## src/rtl/disp_src_sched.sv

```systemverilog
// Round-robin scheduler that shares the 4-digit DISPLAY datapath among four 16-bit sources.
// Optional build macro SCHED_PRIO_EN: source 0 pre-empts on a rising request and is never dwelled away.
module disp_src_sched #(
  parameter int unsigned DWELL_MS = 1000
) (
  input  logic        clk,
  input  logic        clr_n,
  input  logic        ce1ms,
  input  logic [63:0] src_dat,
  input  logic [3:0]  src_req,
  input  logic        mode,
  input  logic        btn_next,
  output logic [15:0] dat,
  output logic [3:0]  PTR,
  output logic [3:0]  grant,
  output logic [1:0]  sel,
  output logic        CEO
);

  localparam int unsigned NSRC = 4;
  localparam int unsigned DW   = 16;

  typedef enum logic {
    IDLE = 1'b0,
    SHOW = 1'b1
  } state_t;

  state_t            state, state_nxt;
  logic [DW-1:0]     dwell, dwell_nxt;
  logic [DW-1:0]     dat_nxt;
  logic [NSRC-1:0]   grant_nxt;
  logic [1:0]        pick, sel_nxt;
  logic              btn_q, btn_rise;
  logic              expire, grant_ev, ceo_nxt;
  logic              preempt, hold_prio;

  assign btn_rise = btn_next & ~btn_q;
  assign expire   = ~mode & ce1ms & (dwell == DW'(DWELL_MS - 1));

`ifdef SCHED_PRIO_EN
  logic req0_q;

  // Remembers the previous source-0 request so a rising request can pre-empt.
  always_ff @(posedge clk or negedge clr_n) begin
    if (!clr_n) req0_q <= 1'b0;
    else        req0_q <= src_req[0];
  end

  assign preempt   = src_req[0] & ~req0_q;
  assign hold_prio = (state == SHOW) && (sel == 2'd0) && src_req[0];
`else
  assign preempt   = 1'b0;
  assign hold_prio = 1'b0;
`endif

  // First requesting index searching cyclically from sel+1; falls back to sel itself.
  always_comb begin
    pick = sel;
    for (int i = NSRC - 1; i >= 1; i--) begin
      if (src_req[sel + 2'(i)]) pick = sel + 2'(i);
    end
  end

  always_ff @(posedge clk or negedge clr_n) begin
    if (!clr_n) state <= IDLE;
    else        state <= state_nxt;
  end

  // Next state plus the grant decision; a single switch regardless of how many triggers coincide.
  always_comb begin
    state_nxt = state;
    grant_ev  = 1'b0;
    sel_nxt   = sel;
    case (state)
      IDLE: begin
        if (|src_req) begin
          state_nxt = SHOW;
          grant_ev  = 1'b1;
          sel_nxt   = preempt ? 2'd0 : pick;
        end
      end
      SHOW: begin
        if (src_req == '0) begin
          state_nxt = IDLE;
        end else if (preempt && (sel != 2'd0)) begin
          grant_ev = 1'b1;
          sel_nxt  = 2'd0;
        end else if (!src_req[sel] || (!hold_prio && (expire || (mode && btn_rise)))) begin
          grant_ev = 1'b1;
          sel_nxt  = pick;
        end
      end
      default: state_nxt = IDLE;
    endcase
  end

  // Next values for the registered outputs and the dwell counter.
  always_comb begin
    ceo_nxt   = (state_nxt != state) || (grant_ev && (sel_nxt != sel));
    dwell_nxt = dwell;
    if (grant_ev || (state_nxt == IDLE)) dwell_nxt = '0;
    else if ((state == SHOW) && !mode && ce1ms) dwell_nxt = dwell + DW'(1);
    grant_nxt = '0;
    dat_nxt   = '0;
    if (state_nxt == SHOW) begin
      grant_nxt[sel_nxt] = 1'b1;
      dat_nxt            = src_dat[{sel_nxt, 4'b0000} +: DW];
    end
  end

  always_ff @(posedge clk or negedge clr_n) begin
    if (!clr_n) begin
      sel   <= '0;
      grant <= '0;
      PTR   <= '0;
      dat   <= '0;
      CEO   <= 1'b0;
      dwell <= '0;
      btn_q <= 1'b0;
    end else begin
      sel   <= sel_nxt;
      grant <= grant_nxt;
      PTR   <= grant_nxt;
      dat   <= dat_nxt;
      CEO   <= ceo_nxt;
      dwell <= dwell_nxt;
      btn_q <= btn_next;
    end
  end

endmodule

```

## config.mk

```make
export PLATFORM = sky130hd
export DESIGN_NAME = disp_src_sched
export DESIGN_NICKNAME = d
export VERILOG_FILES = /design/src/rtl/disp_src_sched.sv
export SDC_FILE = /design/constraint.sdc
export NUM_CORES = 1
export LEC_CHECK = 0
export ABC_CLOCK_PERIOD_IN_PS = 3400
export CAP_MARGIN = 10
export CORE_AREA = 2 2 74 76
export CTS_BUF_LIST = sky130_fd_sc_hd__clkbuf_4 sky130_fd_sc_hd__clkbuf_8 sky130_fd_sc_hd__clkbuf_16
export DETAILED_ROUTE_END_ITERATION = 10
export DIE_AREA = 0 0 76 78
export PLACE_DENSITY = 0.85
export SYNTH_ARGS = -nofsm -noshare
export SYNTH_HDL_FRONTEND = slang
export SYNTH_SLANG_ARGS = --single-unit
```

## constraint.sdc

```tcl
create_clock -name clk -period 3.4 [get_ports clk]
set_input_delay 1.02 -clock clk [delete_from_list [all_inputs] [get_ports clk]]
set_output_delay 1.02 -clock clk [all_outputs]
set_load 0.01 [all_outputs]
```

==> Word level (Yosys, flattened, before mapping) <==
Cells that the tools add are included.
W data, S select, Z words.
{ "word_totals": {"inputBits": 73, "register_bits": 41} }
{ "classes": {"add_sub_neg": 4, "n_bitwise": 7, "eq_ne": 3, "n_shift": 1, "reduce_logical": 14, "muxes": 27, "order_cmp": 6} }
{ "ops": {"columns": ["operator", "count"], "rows": [
  ["$shiftx A64 B7 Y16", 1],
  ["$mux W16", 3],
  ["$add A16 B1 Y16 const B", 1],
  ["$eq A16 B10 Y1 const B", 1],
  ["$lt A2 B3 Y1 const B", 5],
  ["$mux W2", 6],
  ["$mux W1", 9],
  ["$bmux W1 S2", 4],
  ["$logic_and A1 B1 Y1", 5],
  ["$add A2 B2 Y2 const B", 2],
  ["$logic_not A4 Y1", 1],
  ["$logic_or A1 B1 Y1", 4],
  ["$mux W4", 1],
  ["$not A1 Y1", 4],
  ["$pmux W1 S2", 2],
  ["$pmux W2 S2", 1],
  ["$reduce_or A4 Y1", 1],
  ["$and A1 B1 Y1", 3],
  ["$add A2 B1 Y2 const B", 1],
  ["$demux W1 S2", 1],
  ["$ge A2 B1 Y1 const B", 1],
  ["$logic_not A1 Y1", 2],
  ["$ne A2 B2 Y1", 1],
  ["$reduce_bool A2 Y1", 1],
  ["$ne A1 B1 Y1", 1]
]} }

==> Longest topological paths before layout <==
Gate-level depths: netlist of run 1.
{ "depth": {"depth_word": 14, "depth_mapped": 9, "depth_no_buf": 6} }

==> Worst setup path before layout of run 1 <==
Ideal clock, no wire load.
{ "synth_path": {"path_kind": "input -> register", "from": "input port src_req[1]", "to": "register dat[14]", "required_time_ps": 3270, "path_buffers": 2, "path_slack_ps": 513, "t_arrival_ps": 2757, "cell_stages": 7, "path_cell_list": "or4_1 > ha_1 > or2_2 > clkbuf_1 > o21ai_2 > buf_2 > o22ai_1"} }
{ "synth_between": {"elab_cells_between_ends": 24, "cone_classes": "1 x shift; 19 x mux; 4 x reduce/logical"} }
{ "synth_rtl": {"columns": ["element", "line", "source"], "rows": [
  ["start: declaration", "10", "input logic [3:0] src_req,"],
  ["$logic_not A4 Y1 / $reduce_or A4 Y1 (equally long branches)", "83, 76", null],
  ["$mux W1, on equally long branches", "83, 76", null],
  ["$pmux W1 S2 *", "74", "case (state)"],
  ["net state_nxt", "28", "state_t state, state_nxt;"],
  ["$mux W16 *", "105", "if (state_nxt == SHOW) begin"],
  ["net dat_nxt[14]", "30", "logic [DW-1:0] dat_nxt;"],
  ["end signal: assignment", "124", "dat <= dat_nxt;"],
  ["end: declaration", "13", "output logic [15:0] dat,"]
]} }
Mark *: on every way through the listed nets, which the timed path passes. The rest lies on a longest branch. The select of a mux whose other input is x is not followed.
A chain may end at the register's enable or synchronous reset.

==> Worst setup path after layout of run 1 <==
{ "layout_path": {"from": "input port src_req[3]", "to": "register dat[12]"} }
{ "layout_between": {"elab_chain_len": 10, "elab_cells_between_ends": 24, "cone_classes": "1 x shift; 19 x mux; 4 x reduce/logical"} }
{ "layout_rtl": {"columns": ["element", "line", "source"], "rows": [
  ["$bmux W1 S2", "60", "if (src_req[sel + 2'(i)]) pick = sel + 2'(i);"],
  ["$mux W1 (implied by the code)", "60", null],
  ["$mux W2 (3 in series)", "60", null],
  ["$mux W2", "88", "end else if (!src_req[sel] || (!hold_prio && (expire || (mode && btn_rise)))) begin"],
  ["$mux W2", "83", "if (src_req == '0) begin"],
  ["$pmux W2 S2", "74", null],
  ["$shiftx A64 B7 Y16", "107", "dat_nxt = src_dat[{sel_nxt, 4'b0000} +: DW];"],
  ["$mux W16 *", "105", null],
  ["net dat_nxt[12]", "30", null]
]} }
Marked as above.

==> results_dict.tcl, run 1 <==
set metrics [dict create \
    cts_tree "done" \
    combPwrFrac_pct 62.0 \
    wl_met1_mm 2.106 \
    via_per_inst 5.032 \
    path_delay_family "multiplexers" \
    final_common_cell "clkdlybuf4s50_1" \
    final-setup-viol-count 0 \
    h-tree-depth 2 \
    cp-end-kind "flip-flop" \
    crit_path_start_kind "primary input" \
    place_inst 367 \
    path_clk_slew_ps 70 \
    internal_power_mw 1.665 \
    slowest_stage "mux4_2" \
    p_sw_share_pct 36.58 \
    yosysSeqAreaShare_pct 44.44 \
    gp_congestion 0.8191 \
    synth_edf_count 0 \
    hold_violations 0 \
    antenna_found_initial 0 \
    path_cells "clkdlybuf4s50_1 > mux4_2 > and3_4 > o31ai_4 > mux2i_4 > buf_12 > mux2i_1 > o22ai_2" \
    cp.required_ps 3560 \
    tightest_slew_ps 900.2 \
    crit_buf_inv 2 \
    clockBufferDepth 2 \
    fin_cells 373 \
    dr_total_vias 1877 \
    grt_pass1_wl_mm 8.569 \
    wl_met2_mm 2.950 \
    drv_cap 0 \
    drt_wl_total_mm 5.340 \
    drtIter0Drc 66 \
    synthesis.nets 281 \
    slew_headroom_pct 39.98 \
    drtPass1Iterations 4 \
    finalCritPeriodShare_pct 89.93 \
    cts_root_buf "clkbuf_8" \
    io_pins 100 \
    hpwl_mm 4.127 \
    worstPathMaxFanout 16 \
    postCtsSetupRepairBufs 0 \
    n_antenna_cell 0 \
    ys_warn_count 0 \
    drive_gt1_share_pct 11.55 \
    wl_per_cell_um 14.32 \
    leakage_nw 1.472 \
    ant_nets 0 \
    path_class "in2reg" \
    fin_setup_tns_ps 0 \
    grt_max_degree 42 \
    peakVddDrop_mv 0.4762 \
    route.met3.wl_um 227 \
    rsz0062_at_grt "no" \
    max_stage_delay_ps 510 \
    grt-ovfl-total 0 \
    area_growth_pct 49.49 \
    clk-insertion-delay-late_ps 290 \
    synth_ff_type "dfrtp_1" \
    max_freq_mhz 327.0 \
    status "finished, final reports clean" \
    core_sq_um 5042 \
    final_cell_mix "98 x clkdlybuf4s50_1, 41 x dfrtp_1, 36 x mux2i_1" \
    fin_skew_ps 10.78 \
    final_nets 380 \
    grt_pass1_vias 1890 \
    switchingPower_mw 0.9602 \
    die_area_sq_um 5928 \
    drc 0 \
    hp-class "reg2reg" \
    synth_seq_cells 41 \
    die_x_um 76 \
    power_density_nw_per_um2 760.8 \
    grt_use_total_pct 18.14 \
    cts_buffers 5 \
    slew_violations 0 \
    start_util_pct 45.78 \
    syn_avg_cell_area_sq_um 11.26 \
    sequentialPowerShare_pct 27.2 \
    synth_area_sq_um 2308 \
    clock-sinks 41 \
    fin_crit_ps 3058 \
    io_buffers 99 \
    synth_cells 205 \
    fp.dieH_um 78 \
    p_clk_share_pct 10.9 \
    ys_types 45 \
    hold_buffers 0 \
    async_flop_share_pct 100.0 \
    arrival_ps 3210 \
    num_rows 26 \
    top_layer "met4" \
    postCtsResizedCells 0 \
]
==> stage by stage <==
step | hold slack (ps) | cell area [sq um] | power, mW | util, % | worst slack (ps)
after floorplan | 504.2 | 2308 | 1.800 | - | 512.8
after detailed placement | 532.4 | 3377 | 2.365 | 66.97 | 77.96
after CTS | 551.9 | 3451 | 2.657 | 68.44 | 362.1
after global placement | 520.8 | 3377 | 2.340 | 66.97 | 76.54
final | 546.6 | 3451 | 2.625 | 68.44 | 342.2
after global routing | 587.8 | 3451 | 2.781 | 68.44 | 252.5
==> power groups by stage <==
stage / sequential [mW] / clock (mW) / combinational, mW
floorplan: 0.754 / 0 / 1.05
global placement: 0.719 / 0 / 1.62
detailed placement: 0.723 / 0 / 1.64
CTS: 0.715 / 0.297 / 1.65
global route: 0.732 / 0.310 / 1.74
finish: 0.713 / 0.285 / 1.63
==> flip-flops by register name, indices dropped and copies added, names as in the netlist <==
| name | count |
|---|---|
| sel | 2 |
| CEO | 1 |
| state | 1 |
| btn_q | 1 |
| dwell | 16 |
| grant | 4 |
| dat | 16 |
==> synth_stat cells (2+ instances only) <==
cell type | count | area [sq um]
nor3_1 | 2 | 10.01
xnor2_1 | 5 | 43.79
o22ai_1 | 8 | 50.05
clkbuf_1 | 3 | 11.26
xor2_1 | 10 | 87.58
nand2_1 | 10 | 37.54
mux2i_1 | 36 | 360.4
buf_2 | 2 | 10.01
nor2_1 | 24 | 90.09
buf_6 | 5 | 56.30
a21oi_1 | 2 | 10.01
nand4_1 | 6 | 37.54
o22ai_2 | 8 | 100.1
buf_4 | 4 | 30.03
ha_1 | 3 | 37.54
dfrtp_1 | 41 | 1026
nor2_2 | 2 | 12.51
or2_2 | 2 | 12.51
nand3_1 | 2 | 10.01
inv_1 | 5 | 18.77
==> worst reg2reg max path: stages (launching register included) <==
cell and delay (ps):
dfrtp_1 590, mux4_2 560, and3_4 190, o31ai_4 90, mux2i_4 360, buf_12 200, mux2i_1 250, o22ai_2 110
==> kinds of logic (layout without fill, tap and decap cells) <==
group | after synthesis | count (layout) | synth area share [%]
compound gates | 25 | 25 | 9.974
buf+inv | 20 | 118 | 6.341
simple gates | 63 | 63 | 14.36
mux | 38 | 38 | 17.56
fa+ha+maj | 3 | 3 | 1.626
flops | 41 | 41 | 44.44
xor+xnor | 15 | 15 | 5.691
==> routing by layer <==
layer / track usage [%] / vias to the layer above
met2: 33.75 / 56
met5: 0 / -
met4: 6.364 / 0
met1: 20.61 / 898
li1: - / 919
met3: 3.837 / 4
==> worst paths after layout <==
check / end / from / slack [ps] / depth (start not counted)
worst max-delay path: dat[12] / src_req[3] / 340 / 8
worst min-delay path: dwell[15] / dwell[15] / 550 / 2
worst max register to register: dat[12] / sel[1] / 920 / 7
worst min register to register: dwell[15] / dwell[15] / 550 / 2
max in group asynchronous: dwell[11] / clr_n / 1970 / 1
min in group asynchronous: dwell[1] / clr_n / 860 / 1
==> final cells by class <==
class                      instances  area [sq um]
clock buffer                       5         68.82
clock inverter                     1         5.005
fill                             385          1592
sequential                        41          1026
timing repair buffer             107          1109
multi-input combinational        144          1136
tap                               70         87.58
inverter                           5         18.77
Power figures use the tool's default switching activity.
==> inputs of run 2 (changes only) <==
--- a/config.mk
+++ b/config.mk
@@ -9,6 +9,7 @@
 export CAP_MARGIN = 10
 export CORE_AREA = 2 2 74 76
 export CTS_BUF_LIST = sky130_fd_sc_hd__clkbuf_4 sky130_fd_sc_hd__clkbuf_8 sky130_fd_sc_hd__clkbuf_16
+export CTS_CLUSTER_DIAMETER = 120
 export DETAILED_ROUTE_END_ITERATION = 10
 export DIE_AREA = 0 0 76 78
 export PLACE_DENSITY = 0.85
==> results of run 2 <==
The final DEF is identical to that of run 1; final timing and power are the same.
==> inputs of run 3 (changes only) <==
--- a/config.mk
+++ b/config.mk
@@ -5,13 +5,14 @@
 export SDC_FILE = /design/constraint.sdc
 export NUM_CORES = 1
 export LEC_CHECK = 0
+export ABC_AREA = 1
 export ABC_CLOCK_PERIOD_IN_PS = 3400
 export CAP_MARGIN = 10
-export CORE_AREA = 2 2 74 76
+export CORE_AREA = 2 2 78 80
 export CTS_BUF_LIST = sky130_fd_sc_hd__clkbuf_4 sky130_fd_sc_hd__clkbuf_8 sky130_fd_sc_hd__clkbuf_16
 export CTS_CLUSTER_DIAMETER = 120
 export DETAILED_ROUTE_END_ITERATION = 10
-export DIE_AREA = 0 0 76 78
+export DIE_AREA = 0 0 80 82
 export PLACE_DENSITY = 0.85
 export SYNTH_ARGS = -nofsm -noshare
 export SYNTH_HDL_FRONTEND = slang
==> run 3 against run 2 <==
- clock skew decreased by 7.2 ps
- global-route usage increased by 3.5 points
- fmax increased by 7.7%
- critical endpoint is now dat[4]
==> results_dict.tcl, run 3 <==
set metrics [dict create \
    status "finished, final reports clean" \
    antenna_found_initial 0 \
    fin_skew_ps 3.558 \
    fin_total_pwr_mw 3.456 \
    ys_warn_count 0 \
    final_nets 549 \
    top_regs "dat: 16 flops, dwell: 16 flops, grant: 4 flops" \
    r2r-start "sel[0]" \
    synthesis.nets 457 \
    gp_congestion 0.8607 \
    peakVddDrop_mv 0.4288 \
    num_rows 28 \
    synth_edf_count 0 \
    hold_violations 0 \
    slew_headroom_pct 40.54 \
    synth_area_leaders "dfrtp_1 38%, nand2_1 19%, nand3_1 8.2%" \
    worstPathMaxFanout 32 \
    via_per_inst 5.000 \
    fp.dieH_um 82 \
    syn_avg_cell_area_sq_um 7.080 \
    area_growth_pct 39.38 \
    synth_seq_cells 41 \
    start_util_pct 46.95 \
    min_from "dwell[15]" \
    max_freq_mhz 352.2 \
    dp_slack_ps 328.0 \
    yosysSeqAreaShare_pct 38.03 \
    arrival_ps 3050 \
    grt_pass1_wl_mm 11.32 \
    synth_top_cell_by_area "dfrtp_1" \
    rsz0062_at_grt "no" \
    postCtsSetupRepairBufs 0 \
    drtIter0Drc 149 \
    synth_cells 381 \
    fin_ws_ps 560.4 \
    path_clk_slew_ps 80 \
    hold_buffers 0 \
    grt_use_total_pct 21.63 \
    ff2ff_setup_slack_ps 1030 \
    die_x_um 80 \
    dr_total_vias 2745 \
    final_cell_mix "137 x nand2_1, 98 x clkdlybuf4s50_1, 44 x nand3_1" \
    fin_crit_ps 2840 \
    cts_tree "done" \
    fin_setup_tns_ps 0 \
    h-tree-depth 2 \
    ys_types 31 \
    finalCritPeriodShare_pct 83.52 \
    power_density_nw_per_um2 919.1 \
    crit_path_start_kind "primary input" \
    synth_top_cell_area_share_pct 38.03 \
    cp-end-kind "flip-flop" \
    path_class "in2reg" \
    drtPass1Iterations 4 \
    synth.most_common_cell "nand2_1" \
    ant_nets 0 \
    nFillCells 524 \
    clk-insertion-delay-late_ps 290 \
    async_flop_share_pct 100.0 \
    synth_area_sq_um 2698 \
    drc 0 \
    r2r_cells 14 \
    slew_violations 0 \
    hpwl_mm 5.272 \
    cts_buffers 5 \
    grt_pass1_vias 2650 \
    utilization_pct 65.44 \
    clockBufferDepth 2 \
    io_buffers 99 \
    clock-sinks 41 \
    worstSetupEndpoint "dat[4]" \
    io_pins 100 \
    tightest_slew_ps 891.9 \
    final_common_cell "nand2_1" \
    core_sq_um 5746 \
    wl_per_cell_um 12.73 \
    n_antenna_cell 0 \
    leakage_nw 1.723 \
    postCtsResizedCells 0 \
    cp.required_ps 3610 \
    drv_cap 0 \
    synth_ff_type "dfrtp_1" \
    die_area_sq_um 6560 \
    rr_endpoint "dat[4]" \
    drive_gt1_share_pct 11.18 \
    crit_path_start "src_req[1]" \
    hp-class "reg2reg" \
    grt_max_degree 42 \
    final-setup-viol-count 0 \
    drt_wl_total_mm 6.987 \
    cts_root_buf "clkbuf_8" \
    grt-ovfl-total 0 \
    netlist_top_cells_count "137 x nand2_1, 44 x nand3_1, 41 x dfrtp_1" \
]
run 3: cell families after synthesis:
group	share of synthesized area (%)
compound gates	9.416
xor+xnor	2.598
simple gates	38.91
buf+inv	9.648
flops	38.03
fa+ha+maj	1.392
run 3: metrics by stage:
stage	cells	hold WS [ps]	cell area (sq um)
final	549	552.2	3760
after global routing	549	577.7	3760
after CTS	549	547.2	3760
after detailed placement	541	528.4	3670
after global placement	541	515.9	3670
after floorplan	381	490.6	2698
run 3: layout make-up:
type                    count  area [sq um]  share of cell area (%)
multi-input cells         292          1414                   37.60
repair buffers            105          1031                   27.42
well taps                  75         93.84                   2.496
clock buffers               5         68.82                   1.830
clock inverters             3         21.27                  0.5657
flip-flops and latches     41          1026                   27.29
inverters                  28         105.1                   2.795
run 3: power breakdown:
part           switching (mW)  leakage, nW  internal, mW  total [mW]
combinational            1.48         1.15         0.924        2.41
sequential             0.0895        0.533         0.639       0.729
clock                   0.176       0.0445         0.146       0.322
total                    1.75         1.72          1.71        3.46
run 3: worst max-delay path, stage by stage:
cell             delay, ps
clkdlybuf4s50_1        480
inv_1                   80
o21ai_2                200
nand2_1                100
nand2_1                 80
nand2_1                 60
nand3_1                 90
nand3_1                100
nand2_2                100
buf_4                  300
nand3_1                120
nand2_1                 90
nand2_1                 70
a21oi_1                170
run 3: layer usage:
layer / wire, um / part of all wire, % / track usage, % / up-vias
met4: 120 / 1.7 / 6.271 / 0
li1: - / - / - / 1405
met1: 2851 / 41 / 25.02 / 1217
met2: 3355 / 48 / 38.58 / 111
met5: 0 / 0 / 0 / -
met3: 660 / 9.4 / 6.703 / 12
run 3: worst min-delay path by stage:
stage	end	slack, ps	cells after the start
after floorplan	dwell[2]	490	2
after global placement	dwell[15]	520	2
after detailed placement	dwell[15]	530	2
after CTS	dwell[15]	550	2
after global routing	dwell[15]	580	2
final	dwell[15]	550	2
